$ cat src/rtl/phy_pkg.sv
// Shared PHY framing definitions.
// Contents: 8b/10b control-character codes, idle/SOF word patterns with their
// K masks, rx FSM state encoding, and the keep-vector helper for partial
// final beats.
package phy_pkg;

  localparam logic [7:0]  K28_5     = 8'hBC;  // comma
  localparam logic [7:0]  K27_7     = 8'hFB;  // start of frame
  localparam logic [7:0]  K29_7     = 8'hFD;  // end of frame
  localparam logic [7:0]  PAD       = 8'h50;

  localparam logic [31:0] IDLE_WORD = {PAD, PAD, PAD, K28_5};
  localparam logic [31:0] SOF_WORD  = {PAD, PAD, PAD, K27_7};
  localparam logic [3:0]  CTRL_K    = 4'b0001;

  localparam logic [1:0]  ST_ALIGN  = 2'd0;
  localparam logic [1:0]  ST_IDLE   = 2'd1;
  localparam logic [1:0]  ST_DATA   = 2'd2;

  // MSB-aligned AXI keep for n valid bytes (n = 1..3); anything else is a full word.
  function automatic logic [3:0] keep_from_lanes(input logic [2:0] n);
    case (n)
      3'd1:    return 4'b1000;
      3'd2:    return 4'b1100;
      3'd3:    return 4'b1110;
      default: return 4'b1111;
    endcase
  endfunction

endpackage

$ cat src/rtl/phy_rx_align.sv
// Byte-lane aligner for the rx path.
// Registers the raw GT word, keeps the upper lanes of the previous word and
// rebuilds the aligned word for the latched lane offset. The comma search
// runs on the raw (unregistered) input so the lock counter sees each word on
// the edge that samples it.
// Ports:
//   i_clk, i_rst_n        clock, async active-low reset
//   i_data, i_charisk     raw decoded word and per-lane K flags
//   i_lane_load, i_lane   latch a new lane offset
//   o_comma_vld/_lane     comma found in the raw input, and its lowest lane
//   o_lane                currently latched offset
//   o_data, o_charisk     aligned word and K flags (lane0 = first wire byte)
module phy_rx_align
  import phy_pkg::*;
(
  input  logic        i_clk,
  input  logic        i_rst_n,
  input  logic [31:0] i_data,
  input  logic [3:0]  i_charisk,
  input  logic        i_lane_load,
  input  logic [1:0]  i_lane,
  output logic        o_comma_vld,
  output logic [1:0]  o_comma_lane,
  output logic [1:0]  o_lane,
  output logic [31:0] o_data,
  output logic [3:0]  o_charisk
);

  logic [31:0] cur_q, cur_d;
  logic [3:0]  curk_q, curk_d;
  // lane 0 of the previous word is never needed, so it is not stored
  logic [31:8] prev_q, prev_d;
  logic [3:1]  prevk_q, prevk_d;
  logic [1:0]  lane_q, lane_d;

  always_comb begin
    cur_d   = i_data;
    curk_d  = i_charisk;
    prev_d  = cur_q[31:8];
    prevk_d = curk_q[3:1];
    lane_d  = i_lane_load ? i_lane : lane_q;
  end

  always_comb begin
    o_comma_vld  = 1'b0;
    o_comma_lane = 2'd0;
    for (int i = 3; i >= 0; i--) begin
      if (i_charisk[i] && (i_data[8*i +: 8] == K28_5)) begin
        o_comma_vld  = 1'b1;
        o_comma_lane = 2'(i);
      end
    end
  end

  // aligned = prev[L..3] followed by cur[0..L-1]
  always_comb begin
    case (lane_q)
      2'd1: begin
        o_data    = {cur_q[7:0], prev_q[31:8]};
        o_charisk = {curk_q[0], prevk_q[3:1]};
      end
      2'd2: begin
        o_data    = {cur_q[15:0], prev_q[31:16]};
        o_charisk = {curk_q[1:0], prevk_q[3:2]};
      end
      2'd3: begin
        o_data    = {cur_q[23:0], prev_q[31:24]};
        o_charisk = {curk_q[2:0], prevk_q[3]};
      end
      default: begin
        o_data    = cur_q;
        o_charisk = curk_q;
      end
    endcase
  end

  assign o_lane = lane_q;

  always_ff @(posedge i_clk or negedge i_rst_n) begin
    if (!i_rst_n) begin
      cur_q   <= '0;
      curk_q  <= '0;
      prev_q  <= '0;
      prevk_q <= '0;
      lane_q  <= '0;
    end else begin
      cur_q   <= cur_d;
      curk_q  <= curk_d;
      prev_q  <= prev_d;
      prevk_q <= prevk_d;
      lane_q  <= lane_d;
    end
  end

endmodule

$ cat src/rtl/phy_rx.sv
// Receive framing stage: comma lock, SOF/EOF stripping, AXI-Stream master.
// Ports:
//   i_clk, i_rst_n                 GT rx user clock, async active-low reset
//   i_gt_rx_done                   GT rx ready; low forces re-alignment
//   i_gt_rx_data, i_gt_rx_charisk  decoded word (lane0 first on wire), K flags
//   o_axi_m_*                      AXI-Stream beat (no backpressure)
//   o_rx_aligned                   lane alignment locked
//
// state | meaning
// ALIGN | counting consecutive commas in one lane
// IDLE  | locked, waiting for SOF
// DATA  | inside a frame, payload goes through the hold register
module phy_rx
  import phy_pkg::*;
#(
  parameter int P_ALIGN_CNT = 4
) (
  input  logic        i_clk,
  input  logic        i_rst_n,
  input  logic        i_gt_rx_done,
  input  logic [31:0] i_gt_rx_data,
  input  logic [3:0]  i_gt_rx_charisk,
  output logic        o_axi_m_valid,
  output logic [31:0] o_axi_m_data,
  output logic [3:0]  o_axi_m_keep,
  output logic        o_axi_m_last,
  output logic        o_axi_m_user,
  output logic        o_rx_aligned
);

  localparam int              CNT_W    = $clog2(P_ALIGN_CNT + 1);
  localparam logic [CNT_W-1:0] CNT_LOCK = CNT_W'(P_ALIGN_CNT);

  logic [1:0]       state_q, state_d;
  logic [CNT_W-1:0] cnt_q, cnt_d;
  logic [1:0]       cnt_lane_q, cnt_lane_d;
  logic             aligned_q, aligned_d;
  logic             hold_v_q, hold_v_d;
  logic             hold_last_q, hold_last_d;
  logic [31:0]      hold_data_q, hold_data_d;
  logic [3:0]       hold_keep_q, hold_keep_d;
  logic             valid_q, valid_d;
  logic [31:0]      data_q, data_d;
  logic [3:0]       keep_q, keep_d;
  logic             last_q, last_d;
  logic             user_q, user_d;

  logic        lane_load, comma_vld;
  logic [1:0]  comma_lane, lane;
  logic [31:0] al_data, al_axi, eof_mask;
  logic [3:0]  al_k, eof_keep;
  logic        eof_found, eof_hit;
  logic [1:0]  eof_lane;
  logic        emit, emit_last, emit_user;

  phy_rx_align u_align (
    .i_clk        (i_clk),
    .i_rst_n      (i_rst_n),
    .i_data       (i_gt_rx_data),
    .i_charisk    (i_gt_rx_charisk),
    .i_lane_load  (lane_load),
    .i_lane       (comma_lane),
    .o_comma_vld  (comma_vld),
    .o_comma_lane (comma_lane),
    .o_lane       (lane),
    .o_data       (al_data),
    .o_charisk    (al_k)
  );

  assign al_axi = {al_data[7:0], al_data[15:8], al_data[23:16], al_data[31:24]};

  // The lowest K lane decides: FD there is EOF, any other K char is corruption.
  always_comb begin
    eof_found = 1'b0;
    eof_hit   = 1'b0;
    eof_lane  = 2'd0;
    for (int i = 0; i < 4; i++) begin
      if (!eof_found && al_k[i]) begin
        eof_found = 1'b1;
        eof_hit   = (al_data[8*i +: 8] == K29_7);
        eof_lane  = 2'(i);
      end
    end
  end

  assign eof_keep = keep_from_lanes({1'b0, eof_lane});
  assign eof_mask = {{8{eof_keep[3]}}, {8{eof_keep[2]}}, {8{eof_keep[1]}}, {8{eof_keep[0]}}};

  always_comb begin
    state_d     = state_q;
    cnt_d       = cnt_q;
    cnt_lane_d  = cnt_lane_q;
    aligned_d   = aligned_q;
    hold_v_d    = hold_v_q;
    hold_last_d = hold_last_q;
    hold_data_d = hold_data_q;
    hold_keep_d = hold_keep_q;
    lane_load   = 1'b0;
    emit        = 1'b0;
    emit_last   = 1'b0;
    emit_user   = 1'b0;

    // A partial final word parked by EOF drains on the next cycle,
    // whatever the FSM does with the current word.
    if (hold_v_q && hold_last_q) begin
      emit        = 1'b1;
      emit_last   = 1'b1;
      hold_v_d    = 1'b0;
      hold_last_d = 1'b0;
    end

    case (state_q)
      ST_ALIGN: begin
        if (!i_gt_rx_done) begin
          cnt_d = '0;
        end else if (comma_vld) begin
          cnt_lane_d = comma_lane;
          if ((cnt_q != '0) && (comma_lane == cnt_lane_q)) cnt_d = cnt_q + CNT_W'(1);
          else                                              cnt_d = CNT_W'(1);
          if (cnt_d == CNT_LOCK) begin
            lane_load = 1'b1;
            aligned_d = 1'b1;
            cnt_d     = '0;
            state_d   = ST_IDLE;
          end
        end else begin
          cnt_d = '0;
        end
      end

      ST_IDLE: begin
        if (!i_gt_rx_done) begin
          aligned_d = 1'b0;
          cnt_d     = '0;
          state_d   = ST_ALIGN;
        end else if (comma_vld && (comma_lane != lane)) begin
          // this comma already counts as the first of the new lock attempt
          aligned_d  = 1'b0;
          cnt_d      = CNT_W'(1);
          cnt_lane_d = comma_lane;
          state_d    = ST_ALIGN;
        end else if ((al_data == SOF_WORD) && (al_k == CTRL_K)) begin
          state_d = ST_DATA;
        end
      end

      ST_DATA: begin
        if (!i_gt_rx_done) begin
          emit        = hold_v_q;
          emit_last   = 1'b1;
          emit_user   = 1'b1;
          hold_v_d    = 1'b0;
          hold_last_d = 1'b0;
          aligned_d   = 1'b0;
          cnt_d       = '0;
          state_d     = ST_ALIGN;
        end else if (al_k == 4'b0000) begin
          emit        = hold_v_q;
          hold_v_d    = 1'b1;
          hold_last_d = 1'b0;
          hold_data_d = al_axi;
          hold_keep_d = 4'b1111;
        end else if (eof_hit) begin
          if (eof_lane == 2'd0) begin
            emit      = hold_v_q;
            emit_last = 1'b1;
            hold_v_d  = 1'b0;
          end else begin
            emit        = hold_v_q;
            hold_v_d    = 1'b1;
            hold_last_d = 1'b1;
            hold_data_d = al_axi & eof_mask;
            hold_keep_d = eof_keep;
          end
          state_d = ST_IDLE;
        end else begin
          emit        = hold_v_q;
          emit_last   = 1'b1;
          emit_user   = 1'b1;
          hold_v_d    = 1'b0;
          hold_last_d = 1'b0;
          state_d     = ST_IDLE;
        end
      end

      default: state_d = ST_ALIGN;
    endcase

    valid_d = emit;
    data_d  = emit ? hold_data_q : '0;
    keep_d  = emit ? hold_keep_q : '0;
    last_d  = emit & emit_last;
    user_d  = emit & emit_user;
  end

  always_ff @(posedge i_clk or negedge i_rst_n) begin
    if (!i_rst_n) begin
      state_q     <= ST_ALIGN;
      cnt_q       <= '0;
      cnt_lane_q  <= '0;
      aligned_q   <= 1'b0;
      hold_v_q    <= 1'b0;
      hold_last_q <= 1'b0;
      hold_data_q <= '0;
      hold_keep_q <= '0;
      valid_q     <= 1'b0;
      data_q      <= '0;
      keep_q      <= '0;
      last_q      <= 1'b0;
      user_q      <= 1'b0;
    end else begin
      state_q     <= state_d;
      cnt_q       <= cnt_d;
      cnt_lane_q  <= cnt_lane_d;
      aligned_q   <= aligned_d;
      hold_v_q    <= hold_v_d;
      hold_last_q <= hold_last_d;
      hold_data_q <= hold_data_d;
      hold_keep_q <= hold_keep_d;
      valid_q     <= valid_d;
      data_q      <= data_d;
      keep_q      <= keep_d;
      last_q      <= last_d;
      user_q      <= user_d;
    end
  end

  assign o_axi_m_valid = valid_q;
  assign o_axi_m_data  = data_q;
  assign o_axi_m_keep  = keep_q;
  assign o_axi_m_last  = last_q;
  assign o_axi_m_user  = user_q;
  assign o_rx_aligned  = aligned_q;

endmodule

$ cat config.mk
export PLATFORM = sky130hd
export DESIGN_NAME = phy_rx
export DESIGN_NICKNAME = d
export VERILOG_FILES = /design/src/rtl/phy_pkg.sv /design/src/rtl/phy_rx_align.sv /design/src/rtl/phy_rx.sv
export SDC_FILE = /design/constraint.sdc
export NUM_CORES = 1
export LEC_CHECK = 0
export BUFFER_PORTS_ARGS = -buffer_cell sky130_fd_sc_hd__buf_2
export CAP_MARGIN = 30
export CORE_UTILIZATION = 35
export DETAILED_ROUTE_END_ITERATION = 6
export PLACE_DENSITY = 0.59
export SLEW_MARGIN = 40
export SYNTH_ARGS = -nofsm -noshare
export SYNTH_HDL_FRONTEND = slang
export SYNTH_SLANG_ARGS = --single-unit
$ cat constraint.sdc
create_clock -name i_clk -period 4 [get_ports i_clk]
set_clock_uncertainty 0.15 [all_clocks]
set_input_delay 0.4 -clock i_clk [delete_from_list [all_inputs] [get_ports i_clk]]
set_output_delay 0.4 -clock i_clk [all_outputs]
set_load 0.02 [all_outputs]
==> Implementation_results.wiki, run 1 <==
{| class="wikitable"
! Metric !! Value
|-
| Result of the run || complete, no violations
|-
| Primary FF master, synth || sky130_fd_sc_hd__dfrtp_1
|-
| Sequential Area || 0.003754 mm2
|-
| Total power divided by cell area || a little under 500 mW/mm2
|-
| Full die area || 0.01849 mm2
|-
| Total nets after synthesis || about 480
|-
| Fraction of final layout cells with drive strength greater than 1 || between 20% and 30%
|-
| Sequential fraction of the synthesis area || between 50% and 60%
|-
| Diodes inserted || 0
|-
| Data required, critical path || a little over 4000 ps
|-
| Yosys top cell area share || about three fifths
|-
| Arrival time reported for the critical path endpoint || around 3800 ps
|-
| Slowest stage cell, crit path || sky130_fd_sc_hd__mux4_2
|-
| Tightest Pin Transition || just over 700 ps
|-
| DRC viols || 0
|-
| Initial core utilization || between 30 and 40%
|-
| Length in cells of the worst reg-to-reg path || 8
|-
| Yosys reg bits || 150
|-
| Non-filler cells, final || ~800
|-
| CTS tree || built
|-
| Total number of vias || 4086
|-
| Number of enable flip-flop cells after synthesis || 0
|-
| Port Buf Inserts || between 70 and 80
|-
| Synth cell types || between 50 and 60
|-
| Fin area || 0.007945 mm2
|-
| Standard-cell row count || 48
|-
| Routed length per instance || ~18 um
|-
| Antenna violations before repair || 0
|-
| Worst hold slack || approximately 130 ps
|-
| Htree depth || 4
|-
| Worst setup path endpoint || state_q[1]
|-
| Cells resized by post-CTS repair || 0
|-
| Largest net degree at the start of global routing || 98
|-
| Leakage power of the design || ~3.7 nW
|-
| Clock tree sinks || 150
|-
| Number of placed instances, taps included || 734
|-
| Number of fill cells in the layout || 1600
|-
| Register clock-pin slew on the reported worst setup and hold paths || about 60 ps
|-
| Critical path fanouts, max || 9
|-
| Critical-path cell list || buf_4 -> mux4_2 -> or4_1 -> or4_1 -> nor4_2 -> nor3_1 -> a211oi_2 -> mux2_1
|-
| Critical Path Stages || 8
|-
| Antenna-violating nets left || 0
|-
| Congestion Overflow GR || 0
|-
| Core Area || 0.01742 mm2
|-
| Launch instance of the worst register-to-register path || u_align.o_lane[1]
|-
| Wire length of the first global-routing pass || around 23000 um
|-
| Most common cell type on the critical path || sky130_fd_sc_hd__or4_1
|-
| GP Congestion || approximately 0.83
|-
| End of the worst register-to-register path || state_q[1]
|-
| Cell area reported after detailed placement || slightly below 0.007 mm2
|-
| Post-Syn Area || between 0.006 and 0.007 mm2
|-
| Kind of end point of the critical path || flop
|-
| Share of flip-flops with an asynchronous set or reset || 100.0%
|-
| Yosys warning count || 0
|-
| Worst setup slack for register-to-register paths || roughly 360 ps
|-
| Combined buffer and inverter count along the critical path || 1
|-
| Top-count cell post-synth || sky130_fd_sc_hd__dfrtp_1
|-
| Startpoint Class || flop
|-
| Root buffer cell || sky130_fd_sc_hd__clkbuf_16
|-
| Vias per cell || a little over 5
|-
| Cells after Synth || ~440
|-
| Net count of the finished layout || a little over 600
|-
| Maximum ir drop on the vdd rail || ~0.32 mV
|-
| Violation count after the first detailed-route iteration || 234
|-
| Relative slew margins || between 50% and 60%
|-
| Most instantiated cells after synthesis || 150 x sky130_fd_sc_hd__dfrtp_1, 37 x sky130_fd_sc_hd__and2_1, 31 x sky130_fd_sc_hd__nand2_1
|-
| Delay contributed by the slowest stage of the critical path || approximately 590 ps
|-
| Detailed-route wire length || ~14000 um
|-
| Clock Tree Buf Depth || 2
|-
| Kind of cell adding the most delay to the critical path || simple AND/OR/NAND/NOR gates
|-
| Global-route usage over all layers || 17.16%
|-
| Signed area change from the synthesized netlist to the final layout || 26.49%
|-
| Vias in the first global route || around 4300
|-
| Avg Inst Size Synth || 14.41 um2
|-
| Die boundary height || between 100 and 150 um
|-
| Die width || between 100 and 150 um
|-
| # Post-CTS Setup Buffers || 0
|-
| Number of slew-limit violations in the final report || 0
|-
| Worst min-delay path class || input port to flop
|-
| Final total negative setup slack || 0 ps
|-
| Setup violations, final || 0
|-
| Startpoint of the worst setup timing path || u_align.o_lane[1]
|-
| Highest clock rate || between 200 and 300 MHz
|-
| Ranking of synthesized cells by area || sky130_fd_sc_hd__dfrtp_1 60%, sky130_fd_sc_hd__mux4_2 9.3%, sky130_fd_sc_hd__mux4_1 4.2%, sky130_fd_sc_hd__and2_1 3.7%, sky130_fd_sc_hd__a22o_1 2.2%
|-
| Drt pass-1 iters || 4
|-
| Number of buffers added to fix hold violations after cts || 37
|-
| Source-to-sink clock delay at the later pin of the worst-skew pair || between 400 and 500 ps
|-
| DP HPWL || approximately 11000 um
|-
| Number of buffers created by CTS || 17
|-
| Number of I/O pins || between 70 and 80
|-
| Maximum capacitance violations || 0
|-
| Cell type with the highest aggregate area in the netlist || sky130_fd_sc_hd__dfrtp_1
|-
| Minimum clock period || roughly 3600 ps
|-
| Number of hold-slack violations in the final timing report || 0
|-
| Critical path class || flop to flop
|-
| Post-route clock period utilization || between 90% and 100%
|-
| Setup repair after global routing missed its margin || no
|-
| Area of the multi-input gates || ~0.0024 mm2
|}
## routing by layer
metal / part of all wire [%] / wire (um) / vias up / global-route usage (%)
met5: 0 / 0 / - / 0
met4: 2.2 / 318 / 0 / 7.840
met3: 4.4 / 626 / 25 / 4.064
met2: 46 / 6603 / 117 / 25.74
met1: 47 / 6798 / 2059 / 23.59
li1: - / - / 1885 / -
## power breakdown
group	total [mW]	internal [mW]	leakage [nW]	switching [mW]
sequential	1.76	1.66	1.93	0.0921
clock	1.64	1.04	0.296	0.602
combinational	0.476	0.226	1.44	0.250
## worst min-delay path by stage
stage	start	end	depth (start not counted)
after global routing	i_gt_rx_done	o_axi_m_user	2
after CTS	i_gt_rx_done	o_axi_m_user	2
after detailed placement	u_align.cur_q[25]	u_align.prev_q[25]	0
after global placement	u_align.cur_q[25]	u_align.prev_q[25]	0
final	i_gt_rx_done	o_axi_m_user	2
after floorplan	i_rst_n	cnt_lane_q[0]	0
## layout make-up
cell class	count	area share [%]
timing repair buffer	129	11.18
clock inverter	13	2.283
tap	225	3.543
multi-input combinational	256	29.83
sequential	150	47.24
clock buffer	18	5.402
inverter	11	0.5197
## registers in the layout, summed over array words and instances (netlist names), 2 cells and up
name and count:
u_align.o_lane 2, u_align.cur_q 32, o_axi_m_keep 4, cnt_q 3
hold_data_q 32, cnt_lane_q 2, o_axi_m_data 32, u_align.prev_q 24
state_q 2, hold_keep_q 4, u_align.curk_q 4, u_align.prevk_q 3
## metrics by stage
step	utilization [%]	setup WS, ps	total power, mW
after floorplan	-	814.3	2.053
after global placement	39.94	452.2	2.208
after detailed placement	39.96	369.3	2.235
after CTS	45.60	366.9	3.918
after global routing	45.62	257.0	4.057
final	45.62	356.4	3.872
## placed cells by master (no fill, tap or decap), drive strengths merged, types with 9 or more instances in the layout
cell	count
inv	12
o21ai	15
a22o	16
nand2	31
dfrtp	150
dlygate4sd3	37
nand2b	11
mux2	13
buf	92
nor2	12
nor4	9
clkbuf	18
and2	37
mux4	36
## cell families (layout without fill, tap and decap cells)
logic type	Yosys count	count (layout)	synth area share [%]
simple gates	141	141	13.27
fa+ha+maj	7	7	1.394
buf+inv	30	171	2.630
compound gates	56	56	6.634
flops	150	150	59.76
mux	52	52	16.31
(Power assumes the default switching activity.)
==> run 2, diff against run 1 <==
Settings changed: PLACE_DENSITY 0.59 to 0.61.
Clock period 4 ns to 2.9 ns, I/O delays scaled along.
==> Implementation_results.wiki, run 2 (synthesized netlist as in run 1, its figures left out) <==
{| class="wikitable"
! Metric !! Value
|-
| Core Area || 0.01742 mm2 (unchanged)
|-
| Non-filler cells, final || 887 (was 802)
|-
| Result of the run || finished, violations left (was complete, no violations)
|-
| Fraction of final layout cells with drive strength greater than 1 || 44.11% (was 28.25%)
|-
| Number of hold-slack violations in the final timing report || 0 (unchanged)
|-
| CTS tree || built (unchanged)
|-
| Full die area || 0.01849 mm2 (unchanged)
|-
| Most frequent cells in the layout || 149 x sky130_fd_sc_hd__dfrtp_1, 77 x sky130_fd_sc_hd__buf_2, 77 x sky130_fd_sc_hd__buf_4 (was 150 x sky130_fd_sc_hd__dfrtp_1, 77 x sky130_fd_sc_hd__buf_2, 37 x sky130_fd_sc_hd__and2_1, 37 x sky130_fd_sc_hd__dlygate4sd3_1, 31 x sky130_fd_sc_hd__nand2_1)
|-
| Critical path fanouts, max || 3 (was 9)
|-
| Cell area reported after detailed placement || 0.007550 mm2 (was 0.006960 mm2)
|-
| Detailed-route wire length || 15500 um (was 14350 um)
|-
| Root buffer cell || sky130_fd_sc_hd__clkbuf_16 (unchanged)
|-
| Post-route clock period utilization || 111.5% (was 91.09%)
|-
| Worst min-delay path class || flop to flop (was input port to flop)
|-
| Antenna violations before repair || 0 (unchanged)
|-
| Net count of the finished layout || 695 (was 611)
|-
| Wire length of the first global-routing pass || 24580 um (was 23290 um)
|-
| Setup violations, final || 38 (was 0)
|-
| Maximum ir drop on the vdd rail || 0.4241 mV (was 0.3207 mV)
|-
| Post-route total power || 5.473 mW (was 3.872 mW)
|-
| Leading cell type in the layout, fill and taps excluded || sky130_fd_sc_hd__dfrtp_1 (unchanged)
|-
| Drt pass-1 iters || 4 (unchanged)
|-
| Kind of end point of the critical path || flop (unchanged)
|-
| Die boundary height || 136.0 um (unchanged)
|-
| Setup WS pre-CTS || -404.3 ps (was 369.3 ps)
|-
| Htree depth || 4 (unchanged)
|-
| DP HPWL || 11170 um (was 10510 um)
|-
| Critical path class || flop to flop (unchanged)
|-
| Clock Tree Buf Depth || 2 (unchanged)
|-
| Combined buffer and inverter count along the critical path || 1 (unchanged)
|-
| Global-route usage over all layers || 17.91% (was 17.16%)
|-
| Signed area change from the synthesized netlist to the final layout || 41.47% (was 26.49%)
|-
| DRC viols || 0 (unchanged)
|-
| PnR worst setup slack || -332.9 ps (was 356.4 ps)
|-
| Violations in the final reports || setup timing
|-
| Antenna-violating nets left || 0 (unchanged)
|-
| GP Congestion || 0.9011 (was 0.8332)
|-
| Highest clock rate || 309.3 MHz (was 274.5 MHz)
|-
| Total number of vias || 4464 (was 4086)
|-
| Vias per cell || 5.033 (was 5.095)
|-
| Relative slew margins || 57.42% (was 52.74%)
|-
| Critical-path cell list || buf_6 -> mux4_2 -> or4_1 -> or4_4 -> nor4_4 -> nor3_2 -> a211oi_2 -> mux2_4 (was buf_4 -> mux4_2 -> or4_1 -> or4_1 -> nor4_2 -> nor3_1 -> a211oi_2 -> mux2_1)
|-
| Slowest stage cell, crit path || sky130_fd_sc_hd__or4_1 (was sky130_fd_sc_hd__mux4_2)
|-
| Leakage power of the design || 4.165 nW (was 3.661 nW)
|-
| Number of placed instances, taps included || 806 (was 734)
|-
| Setup repair after global routing missed its margin || yes (was no)
|-
| Standard-cell row count || 48 (unchanged)
|-
| Startpoint Class || flop (unchanged)
|-
| Congestion Overflow GR || 0 (unchanged)
|-
| Number of buffers created by CTS || 17 (unchanged)
|-
| Port Buf Inserts || 78 (unchanged)
|-
| Minimum clock period || 3233 ps (was 3644 ps)
|-
| Initial core utilization || 36.06% (unchanged)
|-
| Register clock-pin slew on the reported worst setup and hold paths || 60 ps (about the same)
|-
| Maximum capacitance violations || 0 (unchanged)
|-
| Kind of cell adding the most delay to the critical path || simple AND/OR/NAND/NOR gates (unchanged)
|-
| Diodes inserted || 0 (unchanged)
|-
| Data required, critical path || 3060 ps (was 4150 ps)
|-
| Violation count after the first detailed-route iteration || 284 (was 234)
|-
| Arrival time reported for the critical path endpoint || 3390 ps (was 3790 ps)
|-
| Delay contributed by the slowest stage of the critical path || 540 ps (was 590 ps)
|-
| Total power divided by cell area || 615.9 mW/mm2 (was 487.3 mW/mm2)
|-
| Routed length per instance || 17.48 um (was 17.89 um)
|-
| Die width || 136.0 um (unchanged)
|-
| Fin area || 0.008886 mm2 (was 0.007945 mm2)
|-
| Largest net degree at the start of global routing || 71 (was 98)
|-
| Tightest Pin Transition || 638.6 ps (was 708.8 ps)
|-
| Number of slew-limit violations in the final report || 0 (unchanged)
|-
| Number of I/O pins || 79 (unchanged)
|-
| Source-to-sink clock delay at the later pin of the worst-skew pair || 420 ps (about the same)
|-
| Vias in the first global route || 4634 (was 4279)
|-
| Share of the core filled with cells || 51.02% (was 45.62%)
|-
| Clock tree sinks || 150 (unchanged)
|}
## run 2: changes by cell type in the layout (fill, tap and decap cells not counted), sizes merged
cell / before / now
buf: 92 / 174
clkbuf: 18 / 21
clkinvlp: 2 / 4
bufinv: 4 / 3
clkinv: 6 / 5
dlygate4sd3: 37 / 38
inv: 12 / 11
## run 2: through the flow
stage / hold WS [ps] / setup TNS, ps
after floorplan: -155.6 / -218.5
after global placement: 183.5 / -5764
after detailed placement: 187.3 / -7593
after CTS: 239.6 / -6762
after global routing: 256.0 / -11140
final: 234.8 / -6513
## run 2: path summary, 6_finish.rpt
path / startpoint / slack, ps / to / cells after the start
worst max-delay path: u_align.o_lane[1] / -330 / state_q[1] / 8
worst min-delay path: u_align.cur_q[25] / 230 / u_align.prev_q[25] / 0
worst max register to register: u_align.o_lane[1] / -330 / state_q[1] / 8
worst min register to register: u_align.cur_q[25] / 230 / u_align.prev_q[25] / 0
max in group asynchronous: i_rst_n / 1500 / u_align.curk_q[2] / 3
min in group asynchronous: i_rst_n / 290 / hold_keep_q[3] / 2
## run 2: per-layer routing
layer	part of all wire, %	GRT usage, %	wire (um)
met5	0	0	0
met3	4.7	4.213	735
met2	49	29.28	7605
met1	45	23.25	6920
met4	1.6	6.420	241
## run 2: where the power goes
part | internal (mW) | leakage, nW | switching [mW] | total, mW
registers | 2.30 | 1.93 | 0.139 | 2.43
clock network | 1.39 | 0.288 | 0.830 | 2.22
logic | 0.428 | 1.95 | 0.387 | 0.815
total | 4.12 | 4.17 | 1.36 | 5.47
## run 2: cell type report
type                    instances  area, um2
fillers                      1515       8531
flip-flops and latches        150       3755
multi-input cells             256       2534
repair buffers                213       1665
clock buffers                  20      456.7
well taps                     225      281.5
clock inverters                12      152.6
inverters                      11      41.29
## run 2: what timing repair did
action                                  4_1_cts  5_1_grt
gates cloned                                  2        1
setup buffers                                 5        4
gates resized for setup                      35       44
hold buffers                                 38        0
endpoints found under the hold margin       103        0
endpoints found under the setup margin       40       44
pin swaps                                     1       20
==> run 3, diff against run 2 <==
Settings changed: CELL_PAD_IN_SITES_DETAIL_PLACEMENT set to 0, CELL_PAD_IN_SITES_GLOBAL_PLACEMENT set to 1, PLACE_DENSITY 0.61 to 0.69.
==> Implementation_results.wiki, run 3 (synthesized netlist as in run 1, its figures left out) <==
{| class="wikitable"
! Metric !! Value
|-
| Result of the run || finished, violations left (unchanged)
|-
| Violations in the final reports || setup timing (unchanged)
|-
| Clock Tree Buf Depth || 2 (unchanged)
|-
| Delay contributed by the slowest stage of the critical path || 540 ps (about the same)
|-
| Minimum clock period || 3177 ps (was 3233 ps)
|-
| PnR worst setup slack || -277.0 ps (was -332.9 ps)
|-
| GP Congestion || 0.8668 (was 0.9011)
|-
| Initial core utilization || 36.06% (unchanged)
|-
| Total number of vias || 4504 (was 4464)
|-
| Launch instance of the worst register-to-register path || u_align.o_lane[1] (unchanged)
|-
| Net count of the finished layout || 717 (was 695)
|-
| Arrival time reported for the critical path endpoint || 3340 ps (was 3390 ps)
|-
| Critical path fanouts, max || 7 (was 3)
|-
| Fraction of final layout cells with drive strength greater than 1 || 44.07% (was 44.11%)
|-
| Signed area change from the synthesized netlist to the final layout || 43.73% (was 41.47%)
|-
| Source-to-sink clock delay at the later pin of the worst-skew pair || 430 ps (was 420 ps)
|-
| Antenna violations before repair || 0 (unchanged)
|-
| Most common cell type on the critical path || sky130_fd_sc_hd__or4_4
|-
| Clock tree sinks || 150 (unchanged)
|-
| Die boundary height || 136.0 um (unchanged)
|-
| Worst min-delay path class || input port to async pin (was flop to flop)
|-
| Total power divided by cell area || 595.0 mW/mm2 (was 615.9 mW/mm2)
|-
| Sw power || 1.324 mW (was 1.356 mW)
|-
| Post-route clock period utilization || 109.6% (was 111.5%)
|-
| Startpoint Class || flop (unchanged)
|-
| Slowest stage cell, crit path || sky130_fd_sc_hd__or4_4 (was sky130_fd_sc_hd__or4_1)
|-
| Diodes inserted || 0 (unchanged)
|-
| Kind of end point of the critical path || flop (unchanged)
|-
| Vias per cell || 4.960 (was 5.033)
|-
| Congestion Overflow GR || 0 (unchanged)
|-
| Leakage power of the design || 4.268 nW (was 4.165 nW)
|-
| Wire length of the first global-routing pass || 24800 um (was 24580 um)
|-
| Port Buf Inserts || 78 (unchanged)
|-
| Drt pass-1 iters || 4 (unchanged)
|-
| Maximum capacitance violations || 0 (unchanged)
|-
| DP HPWL || 10890 um (was 11170 um)
|-
| Sequential power share || 45.2% (was 44.5%)
|-
| Htree depth || 4 (unchanged)
|-
| Leading cell type in the layout, fill and taps excluded || sky130_fd_sc_hd__dfrtp_1 (unchanged)
|-
| Largest net degree at the start of global routing || 82 (was 71)
|-
| Global-route usage over all layers || 18.13% (was 17.91%)
|-
| Register clock-pin slew on the reported worst setup and hold paths || 60 ps (about the same)
|-
| Share of the core filled with cells || 51.83% (was 51.02%)
|-
| Setup repair after global routing missed its margin || yes (unchanged)
|-
| Vias in the first global route || 4708 (was 4634)
|-
| DRC viols || 0 (unchanged)
|-
| Combinational power share || 15.0% (was 14.9%)
|-
| Post-route total power || 5.371 mW (was 5.473 mW)
|-
| Standard-cell row count || 48 (unchanged)
|-
| CTS tree || built (unchanged)
|-
| Antenna-violating nets left || 0 (unchanged)
|-
| Final total negative setup slack || -7294 ps (was -6513 ps)
|-
| Critical path class || flop to flop (unchanged)
|-
| Net Sw Frac || 24.65% (was 24.78%)
|-
| Maximum ir drop on the vdd rail || 0.6001 mV (was 0.4241 mV)
|-
| Full die area || 0.01849 mm2 (unchanged)
|-
| Routed length per instance || 17.08 um (was 17.48 um)
|-
| Number of buffers created by CTS || 17 (unchanged)
|-
| Setup WS pre-CTS || -396.2 ps (was -404.3 ps)
|-
| Cell-internal power || 4.047 mW (was 4.117 mW)
|-
| Relative slew margins || 62.89% (was 57.42%)
|-
| Critical-path cell list || buf_12 -> mux4_2 -> or4_4 -> or4_4 -> nor4_4 -> nor3_2 -> a211oi_2 -> mux2_4 (was buf_6 -> mux4_2 -> or4_1 -> or4_4 -> nor4_4 -> nor3_2 -> a211oi_2 -> mux2_4)
|-
| Highest clock rate || 314.8 MHz (was 309.3 MHz)
|-
| Die width || 136.0 um (unchanged)
|-
| Number of hold-slack violations in the final timing report || 0 (unchanged)
|-
| Detailed-route wire length || 15510 um (was 15500 um)
|-
| Violation count after the first detailed-route iteration || 189 (was 284)
|-
| Setup violations, final || 38 (unchanged)
|-
| Core Area || 0.01742 mm2 (unchanged)
|-
| Number of I/O pins || 79 (unchanged)
|-
| Worst setup slack for register-to-register paths || -280 ps (was -330 ps)
|-
| Number of slew-limit violations in the final report || 0 (unchanged)
|-
| Root buffer cell || sky130_fd_sc_hd__clkbuf_16 (unchanged)
|-
| Proportion of power drawn by the clock network || 39.8% (was 40.6%)
|-
| Length in cells of the worst reg-to-reg path || 8 (unchanged)
|-
| End of the worst register-to-register path || state_q[1] (unchanged)
|-
| Number of fill cells in the layout || 1480 (was 1515)
|-
| Data required, critical path || 3060 ps (about the same)
|-
| Most frequent cells in the layout || 148 x sky130_fd_sc_hd__dfrtp_1, 92 x sky130_fd_sc_hd__buf_4, 77 x sky130_fd_sc_hd__buf_2 (was 149 x sky130_fd_sc_hd__dfrtp_1, 77 x sky130_fd_sc_hd__buf_2, 77 x sky130_fd_sc_hd__buf_4)
|-
| Tightest Pin Transition || 542.7 ps (was 638.6 ps)
|}
-- run 3: per-layer routing --
metal | vias to the layer above | share of wire, % | global-route usage [%]
li1 | 2090 | - | -
met1 | 2269 | 46 | 23.08
met2 | 123 | 48 | 29.68
met3 | 22 | 4.4 | 4.251
met4 | 0 | 2.2 | 7.531
met5 | - | 0 | 0
-- run 3: worst max-delay path by stage --
| stage | start | endpoint | cells after the start |
|---|---|---|---|
| final | u_align.o_lane[1] | state_q[1] | 8 |
| after global routing | u_align.o_lane[1] | state_q[1] | 8 |
| after CTS | u_align.o_lane[1] | state_q[1] | 8 |
| after detailed placement | u_align.o_lane[1] | state_q[1] | 8 |
| after global placement | u_align.o_lane[1] | state_q[1] | 8 |
| after floorplan | u_align.o_lane[1] | state_q[1] | 9 |
-- run 3: cell type report --
cell class              instances  area, um2  area share, %
multi-input cells             257       2520          27.91
well taps                     225      281.5          3.119
inverters                      11      41.29         0.4574
flip-flops and latches        150       3756          41.61
repair buffers                234       1852          20.51
clock buffers                  23      478.0          5.295
clock inverters                 8      98.84          1.095
-- run 3: metrics by stage --
step,hold slack (ps),cell area [um2],cells
final,203.7,9027,908
after global routing,232.4,9027,908
after CTS,209.9,8916,904
after detailed placement,87.41,7525,806
after global placement,85.87,7525,806
after floorplan,-155.6,6304,436
-- run 3: power by group through the flow --
| stage | combinational (mW) | sequential [mW] | clock, mW |
|---|---|---|---|
| 2_1_floorplan | 0.416 | 2.42 | 0 |
| 3_3_place_gp | 0.674 | 2.45 | 0 |
| 4_1_cts | 0.783 | 2.43 | 2.18 |
| 5_1_grt | 0.890 | 2.45 | 2.27 |
| 3_5_place_dp | 0.695 | 2.46 | 0 |
| 6_report | 0.805 | 2.43 | 2.14 |
-- run 3: repair_timing --
action                                  CTS  global route
endpoints found under the setup margin   40            46
resized for setup                        49            19
buffers inserted                         25             4
hold buffers                             38             0
pin swaps                                 6             4
cloned                                    4             0
endpoints found under the hold margin    82             0
-- run 3: critical path: cells and delay by family (launching register included) --
family / cells / cell delay, ps
AO/OA/AOI/OAI: 1 / 220
buffers and inverters: 1 / 130
flip-flops: 1 / 390
multiplexers: 2 / 860
AND/OR/NAND/NOR: 4 / 1320
